`config.mk`:
```
export PLATFORM = sky130hd
export DESIGN_NAME = accum_seq_ctrl_flat
export DESIGN_NICKNAME = d
export VERILOG_FILES = /design/src/rtl/accum_seq_ctrl_if.sv /design/src/rtl/accum_seq_ctrl.sv /design/src/flat_wrapper.sv
export SDC_FILE = /design/constraint.sdc
export NUM_CORES = 1
export LEC_CHECK = 0
export ABC_AREA = 0
export BUFFER_PORTS_ARGS = -buffer_cell sky130_fd_sc_hd__buf_2
export CAP_MARGIN = 10
export CORE_MARGIN = 2
export CORE_UTILIZATION = 49
export DETAILED_ROUTE_END_ITERATION = 8
export PLACE_DENSITY = 0.73
export SYNTH_ARGS = -nofsm -noshare
export SYNTH_HDL_FRONTEND = slang
export SYNTH_SLANG_ARGS = --single-unit
export TNS_END_PERCENT = 5
```
`constraint.sdc`:
```
create_clock -name clk -period 3.1 [get_ports clk]
set_clock_uncertainty 0.05 [all_clocks]
set_input_delay 0.62 -clock clk [delete_from_list [all_inputs] [get_ports clk]]
set_output_delay 0.62 -clock clk [all_outputs]
set_load 0.02 [all_outputs]
```
`src/rtl/accum_seq_ctrl_if.sv`:
```
// Tile command, PE issue, Accumulator result tagging and credit-return signals for accum_seq_ctrl.
// The master side drives commands and returns; the slave side is the sequencer.
interface accum_seq_ctrl_if #(
  parameter int ROW_BIT = 8,
  parameter int COL_BIT = 8
);
  logic               cfg_valid;
  logic               cfg_ready;
  logic [ROW_BIT-1:0] cfg_rows;
  logic [COL_BIT-1:0] cfg_cols;
  logic               pe_valid;
  logic               pe_ready;
  logic               acc_in_valid;
  logic               acc_out_valid;
  logic               res_valid;
  logic [ROW_BIT-1:0] res_row;
  logic [COL_BIT-1:0] res_col;
  logic               res_last;
  logic               dn_ack;
  logic               busy;
  logic               done;
  logic               err;

  modport master (
    output cfg_valid, cfg_rows, cfg_cols, pe_valid, acc_out_valid, dn_ack,
    input  cfg_ready, pe_ready, acc_in_valid, res_valid, res_row, res_col,
           res_last, busy, done, err
  );

  modport slave (
    input  cfg_valid, cfg_rows, cfg_cols, pe_valid, acc_out_valid, dn_ack,
    output cfg_ready, pe_ready, acc_in_valid, res_valid, res_row, res_col,
           res_last, busy, done, err
  );
endinterface

```
`src/rtl/accum_seq_ctrl.sv`:
```
// Accumulator sequencer: issues PE sums same-cycle (0 latency), tags results 2 cycles later.
// Issue stalls when downstream credits run out; the Accumulator itself never backpressures.
module accum_seq_ctrl #(
  parameter int ROW_BIT = 8,
  parameter int COL_BIT = 8,
  parameter int CREDITS = 4,
  parameter int CRD_BIT = 3
) (
  input logic          clk,
  input logic          rst,
  accum_seq_ctrl_if.slave bus
);

  typedef enum logic [1:0] {IDLE, RUN, DRAIN, DONE} state_t;

  localparam logic [ROW_BIT-1:0] ROW_ONE = 1;
  localparam logic [COL_BIT-1:0] COL_ONE = 1;
  localparam logic [CRD_BIT-1:0] CRD_ONE = 1;
  localparam logic [CRD_BIT-1:0] CRD_MAX = CRD_BIT'(CREDITS);

  state_t             state;
  logic [ROW_BIT-1:0] rows_q, iss_row, rx_row;
  logic [COL_BIT-1:0] cols_q, iss_col, rx_col;
  logic [CRD_BIT-1:0] credits;
  logic               err_q, done_q, busy_q, cfg_rdy_q;

  logic pe_fire, rx_active, rx_fire, iss_col_wrap, rx_col_wrap, iss_last, rx_last;

  assign bus.pe_ready     = (state == RUN) && (credits != '0);
  assign pe_fire          = bus.pe_valid && bus.pe_ready;
  assign bus.acc_in_valid = pe_fire;

  assign iss_col_wrap = (iss_col == cols_q - COL_ONE);
  assign iss_last     = pe_fire && iss_col_wrap && (iss_row == rows_q - ROW_ONE);

  // Results only count while a tile is outstanding; anything else is a stray.
  assign rx_active   = (state == RUN) || (state == DRAIN);
  assign rx_fire     = bus.acc_out_valid && rx_active;
  assign rx_col_wrap = (rx_col == cols_q - COL_ONE);
  assign rx_last     = rx_fire && rx_col_wrap && (rx_row == rows_q - ROW_ONE);

  assign bus.res_valid = rx_fire;
  assign bus.res_row   = rx_row;
  assign bus.res_col   = rx_col;
  assign bus.res_last  = rx_last;
  assign bus.cfg_ready = cfg_rdy_q;
  assign bus.busy      = busy_q;
  assign bus.done      = done_q;
  assign bus.err       = err_q;

  always_ff @(posedge clk) begin
    if (rst) begin
      state     <= IDLE;
      rows_q    <= '0;
      cols_q    <= '0;
      iss_row   <= '0;
      iss_col   <= '0;
      rx_row    <= '0;
      rx_col    <= '0;
      credits   <= CRD_MAX;
      err_q     <= 1'b0;
      done_q    <= 1'b0;
      busy_q    <= 1'b0;
      cfg_rdy_q <= 1'b1;
    end else begin
      done_q <= 1'b0;

      // Simultaneous issue and return cancel out; a return with nothing outstanding is an error.
      if (pe_fire && !bus.dn_ack) begin
        credits <= credits - CRD_ONE;
      end else if (!pe_fire && bus.dn_ack) begin
        if (credits == CRD_MAX) err_q <= 1'b1;
        else                    credits <= credits + CRD_ONE;
      end

      if (bus.acc_out_valid && !rx_active) err_q <= 1'b1;

      if (pe_fire) begin
        if (iss_col_wrap) begin
          iss_col <= '0;
          iss_row <= iss_row + ROW_ONE;
        end else begin
          iss_col <= iss_col + COL_ONE;
        end
      end

      if (rx_fire) begin
        if (rx_col_wrap) begin
          rx_col <= '0;
          rx_row <= rx_row + ROW_ONE;
        end else begin
          rx_col <= rx_col + COL_ONE;
        end
      end

      case (state)
        IDLE: begin
          if (bus.cfg_valid) begin
            rows_q    <= bus.cfg_rows;
            cols_q    <= bus.cfg_cols;
            iss_row   <= '0;
            iss_col   <= '0;
            rx_row    <= '0;
            rx_col    <= '0;
            cfg_rdy_q <= 1'b0;
            busy_q    <= 1'b1;
            if (bus.cfg_rows != '0 && bus.cfg_cols != '0) begin
              state <= RUN;
            end else begin
              state  <= DONE;
              done_q <= 1'b1;
            end
          end
        end
        RUN: begin
          if (iss_last) state <= DRAIN;
        end
        DRAIN: begin
          if (rx_last) begin
            state  <= DONE;
            done_q <= 1'b1;
          end
        end
        DONE: begin
          state     <= IDLE;
          busy_q    <= 1'b0;
          cfg_rdy_q <= 1'b1;
        end
        default: state <= IDLE;
      endcase
    end
  end

endmodule

```
`src/flat_wrapper.sv`:
```
// flat-port wrapper written by rule: the top's interface ports become plain ports
module accum_seq_ctrl_flat 
#(
  parameter int ROW_BIT = 8,
  parameter int COL_BIT = 8,
  parameter int CREDITS = 4,
  parameter int CRD_BIT = 3
)
  (clk, rst, bus_cfg_valid, bus_cfg_rows, bus_cfg_cols, bus_pe_valid, bus_acc_out_valid, bus_dn_ack, bus_cfg_ready, bus_pe_ready, bus_acc_in_valid, bus_res_valid, bus_res_row, bus_res_col, bus_res_last, bus_busy, bus_done, bus_err);
  accum_seq_ctrl_if #(.ROW_BIT(ROW_BIT), .COL_BIT(COL_BIT)) bus_i ();
  input logic clk;
  input logic rst;
  input wire logic [$bits(bus_i.cfg_valid)-1:0] bus_cfg_valid;
  input wire logic [$bits(bus_i.cfg_rows)-1:0] bus_cfg_rows;
  input wire logic [$bits(bus_i.cfg_cols)-1:0] bus_cfg_cols;
  input wire logic [$bits(bus_i.pe_valid)-1:0] bus_pe_valid;
  input wire logic [$bits(bus_i.acc_out_valid)-1:0] bus_acc_out_valid;
  input wire logic [$bits(bus_i.dn_ack)-1:0] bus_dn_ack;
  output wire logic [$bits(bus_i.cfg_ready)-1:0] bus_cfg_ready;
  output wire logic [$bits(bus_i.pe_ready)-1:0] bus_pe_ready;
  output wire logic [$bits(bus_i.acc_in_valid)-1:0] bus_acc_in_valid;
  output wire logic [$bits(bus_i.res_valid)-1:0] bus_res_valid;
  output wire logic [$bits(bus_i.res_row)-1:0] bus_res_row;
  output wire logic [$bits(bus_i.res_col)-1:0] bus_res_col;
  output wire logic [$bits(bus_i.res_last)-1:0] bus_res_last;
  output wire logic [$bits(bus_i.busy)-1:0] bus_busy;
  output wire logic [$bits(bus_i.done)-1:0] bus_done;
  output wire logic [$bits(bus_i.err)-1:0] bus_err;
  assign bus_i.cfg_valid = bus_cfg_valid;
  assign bus_i.cfg_rows = bus_cfg_rows;
  assign bus_i.cfg_cols = bus_cfg_cols;
  assign bus_i.pe_valid = bus_pe_valid;
  assign bus_i.acc_out_valid = bus_acc_out_valid;
  assign bus_i.dn_ack = bus_dn_ack;
  assign bus_cfg_ready = bus_i.cfg_ready;
  assign bus_pe_ready = bus_i.pe_ready;
  assign bus_acc_in_valid = bus_i.acc_in_valid;
  assign bus_res_valid = bus_i.res_valid;
  assign bus_res_row = bus_i.res_row;
  assign bus_res_col = bus_i.res_col;
  assign bus_res_last = bus_i.res_last;
  assign bus_busy = bus_i.busy;
  assign bus_done = bus_i.done;
  assign bus_err = bus_i.err;
  accum_seq_ctrl #(.ROW_BIT(ROW_BIT), .COL_BIT(COL_BIT), .CREDITS(CREDITS), .CRD_BIT(CRD_BIT)) u_core (.clk(clk), .rst(rst), .bus(bus_i));
endmodule
```
==> results.md <==
* Period utilization at 1.094
* Hold Vio Cnt, Final at 0
* Clk sink count at between 50 and 60
* GP Congestion at 0.8540
* Io pins at 46
* Detailed Place HPWL at 5351 um
* Failing checks: negative setup slack
* CTS tree: done
* Ys Warns at 0
* FF-to-FF Start: u_core.cols_q[1]
* Final setup viols at 1
* Slowest CP cell: or4_4
* Cell row count at 29
* Via count at 2853
* Cell Area, Synth at approximately 3300 um^2
* Total gr overflow at 0
* Synth cell count leaders: dfxtp_1 (57), nand2_1 (50), nor2_1 (47)
* FMAX at 294.7 MHz
* Status: finished with violations
* Core Area at 6459 um^2
* CP Capture Type: output pin
* CP Max Fanout at 2
* Worst-Skew Late Latency at 350 ps
* CTS Buf Count at 9
* WP data arrival at 2720 ps
* Synth area leaders: dfxtp_1 (34%), xor2_1 (9.8%), xnor2_1 (6.9%)
* H-tree levels at 3
* Via density at approximately 5.4
* Area leader, netlist: dfxtp_1
* Setup TNS at -292.8 ps
* DIE AREA at about 7400 um^2
* Worst-Margin Slew at roughly 800 ps
* Slew headroom at 0.4651
* DRT Pass-1 Iters at 4
* Diodes inserted at 0
* Fillers at 579
* CTS Buffer Depth at 2
* Synthesized area per cell at 8.468 um^2
* Top-area cell type share of the netlist area at 0.3438
* Yosys reg bits at 57
* Clock transition at path regs at 70 ps
* Hold Path Class: reg -> reg
* Fin nets at 479
* IO Port Bufs at 45
* # placed instances at 510
* First-pass GRT wire length at between 10000 and 15000 um
* Most numerous cell on the critical path: nor4b_4
* Syn nets at roughly 430
* Pwr dens at 678.6 nW/um^2
* Multi-input gate area at 2051 um^2
* Startpoint type of the worst setup path: register
* Finished Layout Cells at 526
* Fin crit period at 3393 ps
* Initial DRC Count at around 110
* Cells after Synth at 392
* DR DRC count at 0
* Final Power at 0.002639 W
* Max VDD drop at approximately 460 uV
* Most used DFF post-synth: dfxtp_1
* Per-cell routed wire length at 13.74 um
* Most frequent cell after synthesis: dfxtp_1
* Slowest stage delay, CP at roughly 530 ps
* Die Height at 86.31 um
* Hold slack at 441.5 ps
* Synth-to-layout area growth at 17.15%
* Async set or reset register ratio after synthesis at 0
* Slew Limit Fails at 0
* Critical Path RT at 2430 ps
* Post-synth cell types at 57
* Critical Path Start: u_core.cols_q[1]
* Initial antenna violation count at 0
* Gr usage total at 0.2100
* Share of cells above drive strength 1 at 0.1938
* Largest net degree at the start of global routing at 28
* CP Class: reg -> out
* Root Buffer: clkbuf_8
* Initial Util at 0.5139
* RSZ-0062 raised after global routing: true
* Sequential Area at 1141 um^2
* Fin util at 0.6021
* Critical-path cell list: or4_4, or3_4, a2111o_1, nor4b_4, nor4b_4, buf_4
* Final antenna-violating net count at 0
* Drt total wl at ~7200 um
* Post-synth EDFFs at 0
* Final setup margin at -292.8 ps
* Die Span X at 86.31 um
* Maxcap violations at 0
* Worst hold start: u_core.bus.busy
* Register area share after synthesis at 0.3438
* Leak at 1.621 nW
* Vias in the first global route at 2748
==> worst max-delay path: cells and delay by family, from the launching register on <==
kind | cells | cell delay, ps
buffers and inverters | 1 | 190
AND/OR/NAND/NOR | 4 | 1450
AO/OA/AOI/OAI | 1 | 420
flip-flops | 1 | 310
==> kinds of logic (layout without fill, tap and decap cells) <==
family,count (synthesis),in the layout,share of synthesized area
AO/OA/AOI/OAI,52,52,0.1063
multiplexers,6,6,0.01847
XOR/XNOR,66,66,0.1870
AND/OR/NAND/NOR,166,166,0.2548
buffers and inverters,32,89,0.03844
flip-flops,57,57,0.3438
adder cells (fa/ha/maj),13,13,0.05126
==> stage by stage <==
stage	setup slack [ps]	area [um^2]
floorplan	-164.8	3319
global placement	69.33	3667
detailed placement	48.07	3667
CTS	-322.6	3889
global route	-396.2	3889
finish	-292.8	3889
==> layout by cell type, fill, tap and decap left out, drive strengths merged, types with 3 or more instances in the layout <==
cell type	Yosys	routed
or2	4	4
or3	3	3
o31a	3	3
mux2i	5	5
inv	15	15
clkinvlp	0	4
a21oi	27	27
buf	2	58
xor2	37	37
xnor2	26	26
nand4	11	11
nor4	5	5
o31ai	3	3
or4	4	4
clkbuf	15	9
dfxtp	57	57
nor3	7	7
nand2	50	50
ha	12	12
nor2b	3	3
nand2b	4	4
and3	7	7
nor2	47	47
nand3	11	11
nor4b	3	3
==> cell type report <==
cell class	count	area share
multi-input cells	303	0.5273
flip-flops and latches	57	0.2934
repair buffers	58	0.08366
clock buffers	9	0.03185
well taps	77	0.02477
clock inverters	7	0.02445
inverters	15	0.01448
==> flip-flops by register name (all words and copies together), names as in the netlist <==
signal and flops:
u_core.bus.busy 1, u_core.bus.cfg_ready 1, u_core.bus.done 1, u_core.bus.err 1, u_core.bus.res_col 8, u_core.bus.res_row 8, u_core.cols_q 8, u_core.credits 3
u_core.iss_col 8, u_core.iss_row 8, u_core.rows_q 8, u_core.state 2
==> repair_timing <==
item	CTS	global route
pin swaps	0	0
gates resized for setup	1	0
hold buffers	0	0
endpoints found under the setup margin	1	1
setup buffers	0	0
==> worst paths after layout <==
path                                   endpoint  slack [ps]  depth (start not counted)
worst max-delay path               bus_res_last        -290                          6
worst min-delay path            u_core.bus.busy         440                          2
worst max register to register  u_core.state[0]         320                          8
worst min register to register  u_core.bus.busy         440                          2
==> routing by layer <==
| metal | share of wire | GRT usage |
|---|---|---|
| met3 | 0.045 | 0.07810 |
| met4 | 0.015 | 0.06818 |
| met5 | 0 | 0 |
| met2 | 0.47 | 0.3404 |
| met1 | 0.47 | 0.2593 |
==> where the power goes <==
group	leakage (nW)	internal [W]	switching (W)	total (W)
Combinational	1.06	0.000440	0.000546	0.000985
Sequential	0.463	0.000801	0.0000811	0.000883
Clock	0.0975	0.000450	0.000321	0.000771
Note: power is estimated with default switching activity, not from simulation.
